## config.mk

```make
export PLATFORM = sky130hd
export DESIGN_NAME = instr_mem_ctrl
export DESIGN_NICKNAME = d
export VERILOG_FILES = /design/src/rtl/instr_mem_ctrl.sv
export SDC_FILE = /design/constraint.sdc
export NUM_CORES = 1
export LEC_CHECK = 0
export ABC_AREA = 1
export CAP_MARGIN = 20
export CORE_ASPECT_RATIO = 1.25
export CORE_MARGIN = 3
export CORE_UTILIZATION = 30
export CTS_BUF_LIST = sky130_fd_sc_hd__clkbuf_4
export CTS_CLUSTER_SIZE = 12
export DETAILED_ROUTE_END_ITERATION = 7
export MAX_ROUTING_LAYER = met4
export PLACE_DENSITY = 0.49
export SYNTH_ARGS = -nofsm -noshare
export SYNTH_HDL_FRONTEND = slang
export SYNTH_SLANG_ARGS = --single-unit
```

## constraint.sdc

```tcl
create_clock -name clk -period 4.7 [get_ports clk]
set_input_delay 0.94 -clock clk [delete_from_list [all_inputs] [get_ports clk]]
set_output_delay 0.94 -clock clk [all_outputs]
set_load 0.03 [all_outputs]
```

## src/rtl/instr_mem_ctrl.sv

```systemverilog
// Instruction memory with a registered fetch port, a streaming program loader
// and a power-up clear sequencer that writes NOP_WORD into every location.
module instr_mem_ctrl #(
    parameter int                 DATA_W         = 8,
    parameter int                 ADDR_W         = 8,
    parameter int                 DEPTH          = 64,
    parameter logic [DATA_W-1:0]  NOP_WORD       = {DATA_W{1'b0}},
    parameter bit                 CLEAR_ON_RESET = 1'b1
) (
    input  logic              clk,
    input  logic              reset,
    input  logic [ADDR_W-1:0] pc,
    input  logic              fetch_req,
    input  logic              stall,
    output logic [DATA_W-1:0] instr,
    output logic              instr_valid,
    output logic              addr_fault,
    input  logic              prog_en,
    input  logic [DATA_W-1:0] prog_data,
    input  logic              prog_valid,
    output logic              prog_ready,
    output logic              prog_done,
    output logic [ADDR_W:0]   prog_count,
    output logic              busy
);

    localparam int                IDX_W   = (DEPTH > 1) ? $clog2(DEPTH) : 1;
    localparam int                CNT_W   = ADDR_W + 1;
    localparam logic [CNT_W-1:0]  DEPTH_C = CNT_W'(DEPTH);
    localparam logic [CNT_W-1:0]  LAST_C  = CNT_W'(DEPTH - 1);

    typedef enum logic [1:0] {
        ST_CLEAR = 2'd0,
        ST_RUN   = 2'd1,
        ST_LOAD  = 2'd2
    } state_t;

    state_t            state_reg, state_next;
    logic [CNT_W-1:0]  clear_ptr_reg, clear_ptr_next;
    logic [CNT_W-1:0]  prog_count_reg, prog_count_next;
    logic              prog_done_reg, prog_done_next;
    logic              instr_valid_reg, instr_valid_next;
    logic              addr_fault_reg, addr_fault_next;
    logic              load_arm_reg, load_arm_next;
    logic [DATA_W-1:0] instr_reg;

    logic [DATA_W-1:0] mem [DEPTH];

    logic              pc_in_range;
    logic [IDX_W-1:0]  pc_idx;
    logic              fetch_en;
    logic              prog_ready_int;
    logic              prog_accept;
    logic              load_last;
    logic              wr_en;
    logic [IDX_W-1:0]  wr_idx;
    logic [DATA_W-1:0] wr_data;

    assign pc_in_range    = ({1'b0, pc} < DEPTH_C);
    assign pc_idx         = pc[IDX_W-1:0];
    assign prog_ready_int = (state_reg == ST_LOAD) && (prog_count_reg < DEPTH_C);
    assign prog_accept    = prog_ready_int && prog_valid;
    assign load_last      = prog_accept && (prog_count_reg == LAST_C);

    // Next-state and control decode.
    always_comb begin
        state_next       = state_reg;
        clear_ptr_next   = clear_ptr_reg;
        prog_count_next  = prog_count_reg;
        prog_done_next   = 1'b0;
        instr_valid_next = 1'b0;
        addr_fault_next  = 1'b0;
        load_arm_next    = load_arm_reg;
        fetch_en         = 1'b0;

        // A load that ended because memory filled up only re-arms once
        // prog_en has been released, so a held prog_en cannot restart it.
        if (!prog_en) begin
            load_arm_next = 1'b1;
        end

        case (state_reg)
            ST_CLEAR: begin
                clear_ptr_next = clear_ptr_reg + 1'b1;
                if (clear_ptr_reg == LAST_C) begin
                    state_next     = ST_RUN;
                    clear_ptr_next = '0;
                end
            end

            ST_RUN: begin
                if (prog_en && load_arm_reg) begin
                    state_next      = ST_LOAD;
                    prog_count_next = '0;
                end else if (stall) begin
                    instr_valid_next = instr_valid_reg;
                    addr_fault_next  = addr_fault_reg;
                end else if (fetch_req) begin
                    fetch_en         = 1'b1;
                    instr_valid_next = 1'b1;
                    addr_fault_next  = !pc_in_range;
                end
            end

            ST_LOAD: begin
                if (prog_accept) begin
                    prog_count_next = prog_count_reg + 1'b1;
                end
                if (!prog_en || load_last) begin
                    state_next     = ST_RUN;
                    prog_done_next = 1'b1;
                    load_arm_next  = !prog_en;
                end
            end

            default: begin
                state_next = ST_RUN;
            end
        endcase
    end

    always_ff @(posedge clk) begin
        if (!reset) begin
            state_reg       <= CLEAR_ON_RESET ? ST_CLEAR : ST_RUN;
            clear_ptr_reg   <= '0;
            prog_count_reg  <= '0;
            prog_done_reg   <= 1'b0;
            instr_valid_reg <= 1'b0;
            addr_fault_reg  <= 1'b0;
            load_arm_reg    <= 1'b1;
        end else begin
            state_reg       <= state_next;
            clear_ptr_reg   <= clear_ptr_next;
            prog_count_reg  <= prog_count_next;
            prog_done_reg   <= prog_done_next;
            instr_valid_reg <= instr_valid_next;
            addr_fault_reg  <= addr_fault_next;
            load_arm_reg    <= load_arm_next;
        end
    end

    // Single write port shared by the clear sequencer and the loader.
    always_comb begin
        wr_en   = 1'b0;
        wr_idx  = '0;
        wr_data = NOP_WORD;
        if (reset) begin
            if (state_reg == ST_CLEAR) begin
                wr_en  = 1'b1;
                wr_idx = clear_ptr_reg[IDX_W-1:0];
            end else if (prog_accept) begin
                wr_en   = 1'b1;
                wr_idx  = prog_count_reg[IDX_W-1:0];
                wr_data = prog_data;
            end
        end
    end

    always_ff @(posedge clk) begin
        if (wr_en) begin
            mem[wr_idx] <= wr_data;
        end
    end

    // Registered read port; out-of-range fetches return NOP_WORD.
    always_ff @(posedge clk) begin
        if (!reset) begin
            instr_reg <= NOP_WORD;
        end else if (fetch_en) begin
            instr_reg <= pc_in_range ? mem[pc_idx] : NOP_WORD;
        end
    end

    assign instr       = instr_reg;
    assign instr_valid = instr_valid_reg;
    assign addr_fault  = addr_fault_reg;
    assign prog_ready  = prog_ready_int;
    assign prog_done   = prog_done_reg;
    assign prog_count  = prog_count_reg;
    assign busy        = (state_reg != ST_RUN);

endmodule

```

### Word-level counts from Yosys, hierarchy flattened

Memory sizes are Yosys's and may differ from the RTL's.
Cells that the tools add are included.

* muxes and demuxes: 29
* magnitude comparators: 2
* bitwise logic cells: 2
* eq/ne operators: 9
* add/subtract/negate cells: 2
* reductions and logical operators: 13

Operators by type and width (count)
* 8-bit two-way mux: 4
* 9-bit two-way mux: 3
* 9-bit by 1-bit adder with 9-bit output (second input constant): 2
* 9-bit by 6-bit equality test with 1-bit output (second input constant): 2
* 6-bit two-way mux: 3
* 9-bit case mux with 2 select lines: 1
* 1-bit two-way mux: 14
* 9-bit by 7-bit less-than comparator with 1-bit output (second input constant): 1
* 8-bit by 7-bit less-than comparator with 1-bit output (second input constant): 1
* 2-bit two-way mux: 3
* 2-bit != test (second input constant): 3
* 2-bit case mux with 3 select lines: 1
* 3-bit AND reduction: 2
* 1-bit logical AND: 4
* 2-bit by 1-bit != test with 1-bit output (second input constant): 2
* 3-bit OR reduction: 1
* 2-bit by 1-bit equality test with 1-bit output (second input constant): 1
* 2-bit equality test (second input constant): 1
* 1-bit logical NOT: 2
* 2-bit logical NOT: 1
* 1-bit inverter: 2
* 2-bit AND reduction: 1
* 2-bit nonzero test: 1
* 1-bit logical OR: 1

* bits in writable memories: 512
* output and inout bits: 22
* memories: 1
* input bits: 22
* bits in registers: 32

Memories
* mem: depth 64, bits a word 8, rd ports 1, clocked after Yosys merged registers in 0, wr ports 1, line 47 `logic [DATA_W-1:0] mem [DEPTH];`

### Depth between registers and ports, before layout

Gate-level depths: netlist of the first run.

* depth after elaboration: 8
* mapped depth: 14

### Worst setup path before layout of the first run

OpenSTA, ideal clock, no wires.

* path kind: input to register
* from: in reset
* to: mem mem[0][0] (data pin)
* path slack: 0.059 ns
* required time: 3.988 ns
* stages: 3
* arrival: 3.929 ns
* cell sequence: buf_2 -> nand2_1 -> nor3b_1

* word-level cells in the longest chain between the ends: 1

Ends and longest elaborated chain
* start, declared: line 11 `input logic reset,`
* 8-bit two-way mux: line 147 `if (reset) begin`
* via wr_data[0]: line 57 `logic [DATA_W-1:0] wr_data;`
* end, declared: line 47

The timed path passes the listed nets, and every way through them passes these cells.

### Worst setup path after layout of the first run

* from: reg state_reg[1]
* to: out prog_ready

* word-level cells in the longest chain between the ends: 2

Ends and longest elaborated chain
* start, declared: line 38 `state_t state_reg, state_next;`
* start signal, assigned: line 124 `state_reg <= CLEAR_ON_RESET ? ST_CLEAR : ST_RUN;`
* start signal, assigned: line 132 `state_reg <= state_next;`
* 2-bit equality test: line 61 `assign prog_ready_int = (state_reg == ST_LOAD) && (prog_count_reg < DEPTH_C);`
* 1-bit logical AND: line 61
* end, declared: line 21 `output logic prog_ready,`

No other way between the ends.

==> out/metrics.yaml, run 1 <==
drtIter0Drc: 1094
setup_tns_ns: 0
die_area_um2: 79000
wirelength_met1_um: 25500
die_h_um: 313
power_density_nw_per_um2: 374
power_mw: 9.60
grt_use_total_pct: 16.4
crit_arrival_ns: 2.21
clock_path_buffers: 3
ys_seq_area_share_pct: 70.6
final_nets: 2127
fmax_mhz: 317
routed-via-count: 15300
core_region_area_um2: 74800
grt_pass1_wl_um: 94400
post_drt_wl_per_cell_um: 19.7
syn-num-nets: 2033
required_ns: 3.76
grt_max_degree: 150
synth_seq_cells: 544
synth_cell_type_count: 39
clk-insertion-delay-late_ns: 0.87
numCtsBuffers: 136
grt_pass1_vias: 16000
die_width_um: 252
rows: 112
drc: 0
largest_register_ffs: 512
fin_crit_ns: 3.15
drv_cap: 0
status: "finished, final reports clean"
cts_resized: 0
numClockSinks: 544
worst_pin_slew_ns: 0.990
setup.worst_path.start_class: "register"
clk_pin_slew_ns: 0.07
vias_per_cell: 4.82
portBuffers: 43
antenna_found_initial: 1
synth_cells: 2009
postCtsSetupRepairBufs: 0
syn_avg_cell_area_um2: 11.3
root_buffer: "clkbuf_4"
grt.overflow.total: 0
whs_ns: 0.474
drt_wl_total_um: 62400
areaGrowthSynthToFinish_pct: 13.3
finalCritPeriodShare_pct: 67.1
tritoncts: "done"
postRouteAntennaNets: 0
p_leak_nw: 9.50
drive_above_1_share_pct: 13.6
wl_met2_um: 32000
hold_path.class: "register to register"
setup_viol: 0
hold_viol: 0
wl_met3_um: 2780
slew_headroom_pct: 33.9
synthesis.area_um2: 22700
rsz0062_at_grt: "no"
dp_hpwl_um: 37100
slew_viol_final: 0
drt_pass1_iterations: 6
io_pins: 44
crit_type: "register to output port"
clock_skew_ns: 0.0392
path_max_fanout: 3
yosysWarnings: 0
ctsHoldBuffers: 0
start_util_pct: 30.3
ir_drop_mv: 0.163
routabilityCongestion: 0.801
final_cell_mix: "nand2_1 (697), edfxtp_1 (512), nand3_1 (443)"
cp-end-kind: "output port"
h-tree-depth: 4
top_layer: "met4"
final_common_cell: "nand2_1"
critical path, stage by stage (launching register included):
cell and delay [ns]:
dfxtp_1 0.37, nand2_2 0.10, nor4_1 0.18, clkdlybuf4s50_1 0.72
per-layer routing:
layer | GRT usage [%] | vias to the layer above
met5 | - | -
met4 | 7.07 | 0
met3 | 2.54 | 133
met2 | 28.2 | 466
met1 | 19.0 | 7406
li1 | - | 7248
per-stage QoR:
| stage | instance area [um2] | util [%] | setup WS (ns) | std cells |
|---|---|---|---|---|
| global placement | 24000 | 32.1 | 1.02 | 2933 |
| detailed placement | 24000 | 32.1 | 0.951 | 2933 |
| global route | 25700 | 34.3 | 1.38 | 3166 |
| floorplan | 22700 | - | 0.0590 | 2009 |
| finish | 25700 | 34.3 | 1.55 | 3166 |
| CTS | 25700 | 34.3 | 1.42 | 3164 |
layout make-up:
cell class	count	area, um2
repair buffers	70	785
fillers	7650	49100
clock buffers	201	1510
clock inverters	30	171
inverters	38	155
flip-flops and latches	544	16000
multi-input cells	1313	5850
well taps	969	1210
diodes	1	2.50
power by group:
part / switching, mW / internal (mW) / leakage (nW)
Clock: 1.83 / 2.06 / 1.02
Sequential: 0.00556 / 5.23 / 5.33
Combinational: 0.352 / 0.133 / 3.15
Total: 2.18 / 7.42 / 9.50
worst paths after layout:
kind                             start  slack (ns)               endpoint  cells after the start
min              instr[2]$_SDFFE_PN0P_        0.47  instr[2]$_SDFFE_PN0P_                      2
max reg2reg  state_reg[1]$_SDFFE_PN0P_        1.68   mem[33][7]$_DFFE_PP_                      7
min reg2reg      instr[2]$_SDFFE_PN0P_        0.47  instr[2]$_SDFFE_PN0P_                      2
max          state_reg[1]$_SDFFE_PN0P_        1.55             prog_ready                      3
logic make-up (layout without fill, tap and decap cells):
logic type | Yosys count | count (layout) | share of synthesized area (%)
and+or+nand+nor | 1277 | 1277 | 24.4
DFF | 544 | 544 | 70.6
buffers and inverters | 152 | 339 | 3.82
xor gates and xnor gates | 5 | 5 | 0.193
other | 0 | 1 | 0
adders and majority gates | 2 | 2 | 0.110
AOI/OAI and AO/OA | 29 | 29 | 0.866
cells in the mapped netlist, drive strengths merged:
cell	n	area [um2]
o211ai	1	21.3
nand2	714	2750
edfxtp	512	15400
and3	1	6.26
xnor2	1	8.76
buf	95	646
nor2	97	389
nor4	3	18.8
nand4	2	27.5
xor2	4	35.0
a221oi	1	8.76
nor3	7	46.3
nor3b	7	52.6
ha	2	25.0
o21ai	8	43.8
a21oi	17	108
clkbuf	19	71.3
dfxtp	32	641
inv	38	150
nand3	446	2250
a211oi	2	15.0
(Power assumes the default switching activity.)
==> run 2, diff against run 1 <==
PLACE_DENSITY = 0.47   (was 0.49)
clock period = 3.1 ns   (was 4.7 ns; I/O delays follow)
==> run 2 against run 1 <==
- combinational power grew 58%
- cell count grew 2.6%
- via count grew 2.0%
- critical endpoint is now busy
- largest cell class unchanged
==> out/metrics.yaml, run 2 (synthesized netlist as in run 1, its figures left out) <==
status: "finished, final reports clean"
cp-end-kind: "output port"
multi_input_area_um2: 5850  # unchanged
postRouteAntennaNets: 0  # unchanged
finalCritPeriodShare_pct: 88.8
min_path_cells: 2  # unchanged
required_ns: 2.48  # -1.28 ns
routabilityCongestion: 0.834  # +4.1%
vias_per_cell: 4.79  # -0.55%
post_drt_wl_per_cell_um: 19.8  # +0.45%
h-tree-depth: 4  # unchanged
hp-start: "prog_en"
fin_crit_ns: 2.75
slew_viol_final: 0  # unchanged
filler_cell_count: 7624  # -0.34%
numClockSinks: 544  # unchanged
ir_drop_mv: 0.281  # +72%
drt_wl_total_um: 64300  # +3.0%
power_density_nw_per_um2: 556  # +49%
largest_register_ffs: 512  # unchanged
die_area_um2: 79000  # unchanged
clk-insertion-delay-late_ns: 0.88  # about the same
hold_viol: 0  # unchanged
portBuffers: 43  # unchanged
clock_path_buffers: 3  # unchanged
hold_end: "load_arm_reg$_SDFF_PN1_"
reg2reg_slack_ns: 0.46  # -1.22 ns
areaGrowthSynthToFinish_pct: 16.2
die_h_um: 313  # unchanged
root_buffer: "clkbuf_4"
setup.worst_path.start_class: "register"
worst_pin_slew_ns: 0.614  # -0.376 ns
final_cell_mix: "nand2_1 (697), edfxtp_1 (512), nand3_1 (443)"
clk_pin_slew_ns: 0.07  # about the same
dp_cells: 3014  # +2.8%
antenna_found_initial: 1  # unchanged
final_cells: 3247  # +2.6%
routed-via-count: 15600  # +2.0%
grt.overflow.total: 0  # unchanged
grt_pass1_vias: 16200  # +1.3%
drc: 0  # unchanged
p_leak_nw: 9.96  # +4.8%
drive_above_1_share_pct: 15.9  # +2.3 points
fin_util_pct: 35.2  # +0.88 points
drtIter0Drc: 930  # -15%
grt_max_degree: 75  # -50%
setup_viol: 0  # unchanged
dp_hpwl_um: 38900  # +5.0%
slew_headroom_pct: 58.6  # +25 points
crit_type: "register to output port"
ctsHoldBuffers: 0  # unchanged
grt_use_total_pct: 16.8  # +0.39 points
rows: 112  # unchanged
numCtsBuffers: 134  # -1.5%
start_util_pct: 30.3  # unchanged
die_width_um: 252  # unchanged
timing.rr.start: "state_reg[1]$_SDFFE_PN0P_"
crit_arrival_ns: 2.13  # -0.08 ns
drt_pass1_iterations: 5  # -1
rsz0062_at_grt: "no"
r2r-end: "mem[23][0]$_DFFE_PP_"
final_nets: 2205  # +3.7%
core_region_area_um2: 74800  # unchanged
clock_skew_ns: 0.0598  # +0.0207 ns
regArea_um2: 16000  # unchanged
io_pins: 44  # unchanged
final_common_cell: "nand2_1"
fmax_mhz: 363
grt_pass1_wl_um: 95800  # +1.4%
path_max_fanout: 3  # unchanged
rr_worst_depth: 10  # +3
tritoncts: "done"
hold_path.class: "input pin to register"
drv_cap: 0  # unchanged
==> run 2: worst max path at each step <==
stage	from	endpoint	slack, ns	depth (start not counted)
2_1_floorplan	reset	mem[0][0]$_DFFE_PP_	-1.22	3
3_3_place_gp	prog_valid	mem[6][2]$_DFFE_PP_	0.21	10
3_5_place_dp	prog_valid	mem[6][0]$_DFFE_PP_	0.19	10
4_1_cts	state_reg[1]$_SDFFE_PN0P_	prog_ready	0.10	3
5_1_grt	state_reg[1]$_SDFFE_PN0P_	busy	0.23	3
6_report	state_reg[1]$_SDFFE_PN0P_	busy	0.35	3
==> run 2: critical path, cell delays in order (launching register included) <==
cell and delay, ns:
dfxtp_1 0.38, nor2_1 0.08, inv_1 0.10, clkdlybuf4s50_1 0.69
==> run 2: layout make-up <==
type | instances | area share (%)
clock inverters | 55 | 1.34
diodes | 1 | 0.00949
multi-input cells | 1313 | 22.2
well taps | 969 | 4.60
repair buffers | 150 | 5.47
flip-flops and latches | 544 | 60.8
inverters | 38 | 0.589
clock buffers | 177 | 5.04
==> run 2: per-layer routing <==
metal / GRT usage, % / wire [um] / vias up
li1: - / - / 7388
met1: 18.9 / 25500 / 7537
met2: 29.3 / 33500 / 488
met3: 2.34 / 2820 / 144
met4: 8.05 / 2540 / 0
met5: - / 0 / -
==> run 2: repair_timing <==
item / in CTS / in global routing
setup buffers: 0 / 0
gates resized for setup: 0 / 1
setup endpoints to repair: 0 / 1
==> run 2: per-stage QoR <==
step | power [mW] | TNS [ns] | instance area [um2] | hold slack (ns) | setup WS [ns]
floorplan | 8.61 | -390.73 | 22700 | 0.458 | -1.22
global placement | 8.87 | 0 | 24700 | 0.460 | 0.208
detailed placement | 8.87 | 0 | 24700 | 0.464 | 0.189
CTS | 14.9 | 0 | 26400 | 0.264 | 0.102
global route | 15.3 | 0 | 26400 | 0.353 | 0.231
finish | 14.7 | 0 | 26400 | 0.355 | 0.347
==> run 2: report_power, final <==
part	switching, mW	internal (mW)	total (mW)	leakage, nW
combinational	0.544	0.226	0.769	3.58
sequential	0.00898	7.93	7.94	5.38
clock	2.86	3.09	5.95	0.999
==> run 3, diff against run 2 <==
GPL_TIMING_DRIVEN = 0   (was not set)
==> run 3 against run 2 <==
- clock-buffer cell count up 28
- cell count up 1.7%
- hold slack worse by 0.16 ns
- final area up 0.90%
- first-iteration DRC count up 45%
- combinational power up 20%
- maximum frequency down 11%
- sequential cell count unchanged
- clock skew down 0.0082 ns
- critical endpoint is now mem[56][7]$_DFFE_PP_
- largest cell class unchanged
==> out/metrics.yaml, run 3 (synthesized netlist as in run 1, its figures left out) <==
finalCritPeriodShare_pct: 99.9  # +11 points
grt.overflow.total: 0  # unchanged
comb_power_share_pct: 6.1  # +0.9 points
internal_power_mw: 11.4  # +1.7%
hold_path.class: "input pin to register"
dp_cells: 3052  # +1.3%
dp_hpwl_um: 57500  # +48%
post_drt_wl_per_cell_um: 24.1  # +22%
rr_worst_depth: 8  # -2
rsz0062_at_grt: "yes"
core_region_area_um2: 74800  # unchanged
final_cells: 3302  # +1.7%
clk_pin_slew_ns: 0.07  # about the same
drv_cap: 0  # unchanged
power_density_nw_per_um2: 567  # +2.0%
setup_viol: 0  # unchanged
fin_crit_ns: 3.10  # +0.344 ns
areaGrowthSynthToFinish_pct: 17.3
start_util_pct: 30.3  # unchanged
drt_pass1_iterations: 5  # unchanged
switching_share_pct: 24.2  # +0.88 points
numClockSinks: 544  # unchanged
largest_register_ffs: 512  # unchanged
setup.worst_path.start_class: "register"
die_area_um2: 79000  # unchanged
hold_viol: 0  # unchanged
postCtsSetupRepairBufs: 0  # unchanged
cp-end-kind: "register"
ir_drop_mv: 0.279  # -0.78%
p_leak_nw: 10.0  # +0.47%
final_nets: 2254  # +2.2%
filler_cell_count: 7542  # -1.1%
die_width_um: 252  # unchanged
grt_pass1_wl_um: 113000  # +18%
grt_max_degree: 43  # -43%
final_cell_mix: "nand2_1 (697), edfxtp_1 (512), nand3_1 (443)"
clock_path_buffers: 3  # unchanged
clk-insertion-delay-late_ns: 1.02  # +0.14 ns
seq_power_share_pct: 52.6  # -1.6 points
portBuffers: 38  # -12%
p_sw_mw: 3.64  # +6.8%
fmax_mhz: 323  # -11%
grt_use_total_pct: 20.8  # +4.0 points
power_mw: 15.1  # +2.9%
postRouteAntennaNets: 0  # unchanged
h-tree-depth: 4  # unchanged
final_common_cell: "nand2_1"
slew_headroom_pct: 25.9  # -33 points
rows: 112  # unchanged
fin_util_pct: 35.5  # +0.32 points
drtIter0Drc: 1345  # +45%
grt_pass1_vias: 16100  # -0.97%
slew_viol_final: 0  # unchanged
power.share.clock_pct: 41.3  # +0.7 points
crit_type: "register to register"
drt_wl_total_um: 79500  # +24%
die_h_um: 313  # unchanged
routed-via-count: 16400  # +5.2%
io_pins: 44  # unchanged
crit_arrival_ns: 3.67  # +1.54 ns
worst_pin_slew_ns: 1.11  # +0.493 ns
numCtsBuffers: 142  # +6.0%
path_max_fanout: 9  # +6
required_ns: 3.67  # +1.19 ns
status: "finished, final reports clean"
tritoncts: "done"
vias_per_cell: 4.95  # +3.4%
min_path_cells: 5  # +3
root_buffer: "clkbuf_4"
clock_skew_ns: 0.0517  # -0.00816 ns
drive_above_1_share_pct: 16.8  # +0.93 points
antenna_found_initial: 4  # +3
drc: 0  # unchanged
routabilityCongestion: 0.931  # +12%
## run 3: cell count changes in the layout (fill, tap and decap cells not counted), moves of 8 or more
cell,previous run,this run
buf_4,91,5
clkbuf_4,177,205
buf_12,17,5
buf_1,0,19
diode_2,1,9
clkinv_1,34,21
clkbuf_1,0,19
clkinv_2,10,0
buf_6,1,57
buf_2,1,44
## run 3: power by group through the flow
stage / Clock, mW / Sequential, mW / Combinational, mW
6_report: 6.22 / 7.94 / 0.919
5_1_grt: 6.74 / 7.93 / 0.978
4_1_cts: 6.35 / 7.94 / 0.918
3_5_place_dp: 0 / 8.10 / 0.916
3_3_place_gp: 0 / 8.10 / 0.912
2_1_floorplan: 0 / 8.10 / 0.510
## run 3: layout make-up
| class | instances | area (um2) | area share (%) |
|---|---|---|---|
| Timing Repair Buffer | 77 | 860 | 3.23 |
| Buffer | 114 | 717 | 2.70 |
| Tap cell | 969 | 1210 | 4.56 |
| Inverter | 38 | 150 | 0.565 |
| Sequential cell | 544 | 16000 | 60.2 |
| Antenna cell | 9 | 22.5 | 0.0847 |
| Clock buffer | 205 | 1540 | 5.79 |
| Clock inverter | 33 | 215 | 0.809 |
| Multi-Input combinational cell | 1313 | 5870 | 22.1 |
## run 3: repair_timing
item | 4_1_cts | 5_1_grt
gates resized for setup | 1 | 6
hold endpoints to repair | 6 | 0
hold buffers | 1 | 0
setup endpoints to repair | 1 | 46
## run 3: final timing paths
path,slack (ns),to,start
worst min register to register,0.48,instr[5]$_SDFFE_PN0P_,instr[5]$_SDFFE_PN0P_
worst max-delay path,0.003,mem[56][7]$_DFFE_PP_,state_reg[0]$_SDFFE_PN0P_
worst min-delay path,0.20,instr[2]$_SDFFE_PN0P_,pc[4]
worst max register to register,0.003,mem[56][7]$_DFFE_PP_,state_reg[0]$_SDFFE_PN0P_
## run 3: stage by stage
step,hold WS (ns),setup slack (ns),area [um2],setup TNS [ns]
3_5_place_dp,0.460,-0.559,24800,-156.37
4_1_cts,0.103,0.0194,26500,0
6_report,0.196,0.00290,26600,0
3_3_place_gp,0.465,-6.82,24300,-2433.21
5_1_grt,0.165,-0.117,26600,-1.64
2_1_floorplan,0.458,-1.22,22700,-390.73
## run 3: critical path: stages, from the launching register on
cell	delay, ns
dfxtp_1	0.36
inv_2	0.05
nand2_2	0.08
inv_2	0.07
nand4_4	0.16
nor2_1	0.08
o21ai_2	0.39
nand3_1	0.50
nor2_1	0.99
## run 3: per-layer routing
layer | track usage (%) | vias up | wire, um
met1 | 23.3 | 8011 | 30500
met3 | 3.82 | 171 | 4360
li1 | - | 7534 | -
met2 | 35.5 | 643 | 40700
met5 | - | - | 0
met4 | 10.6 | 0 | 3970
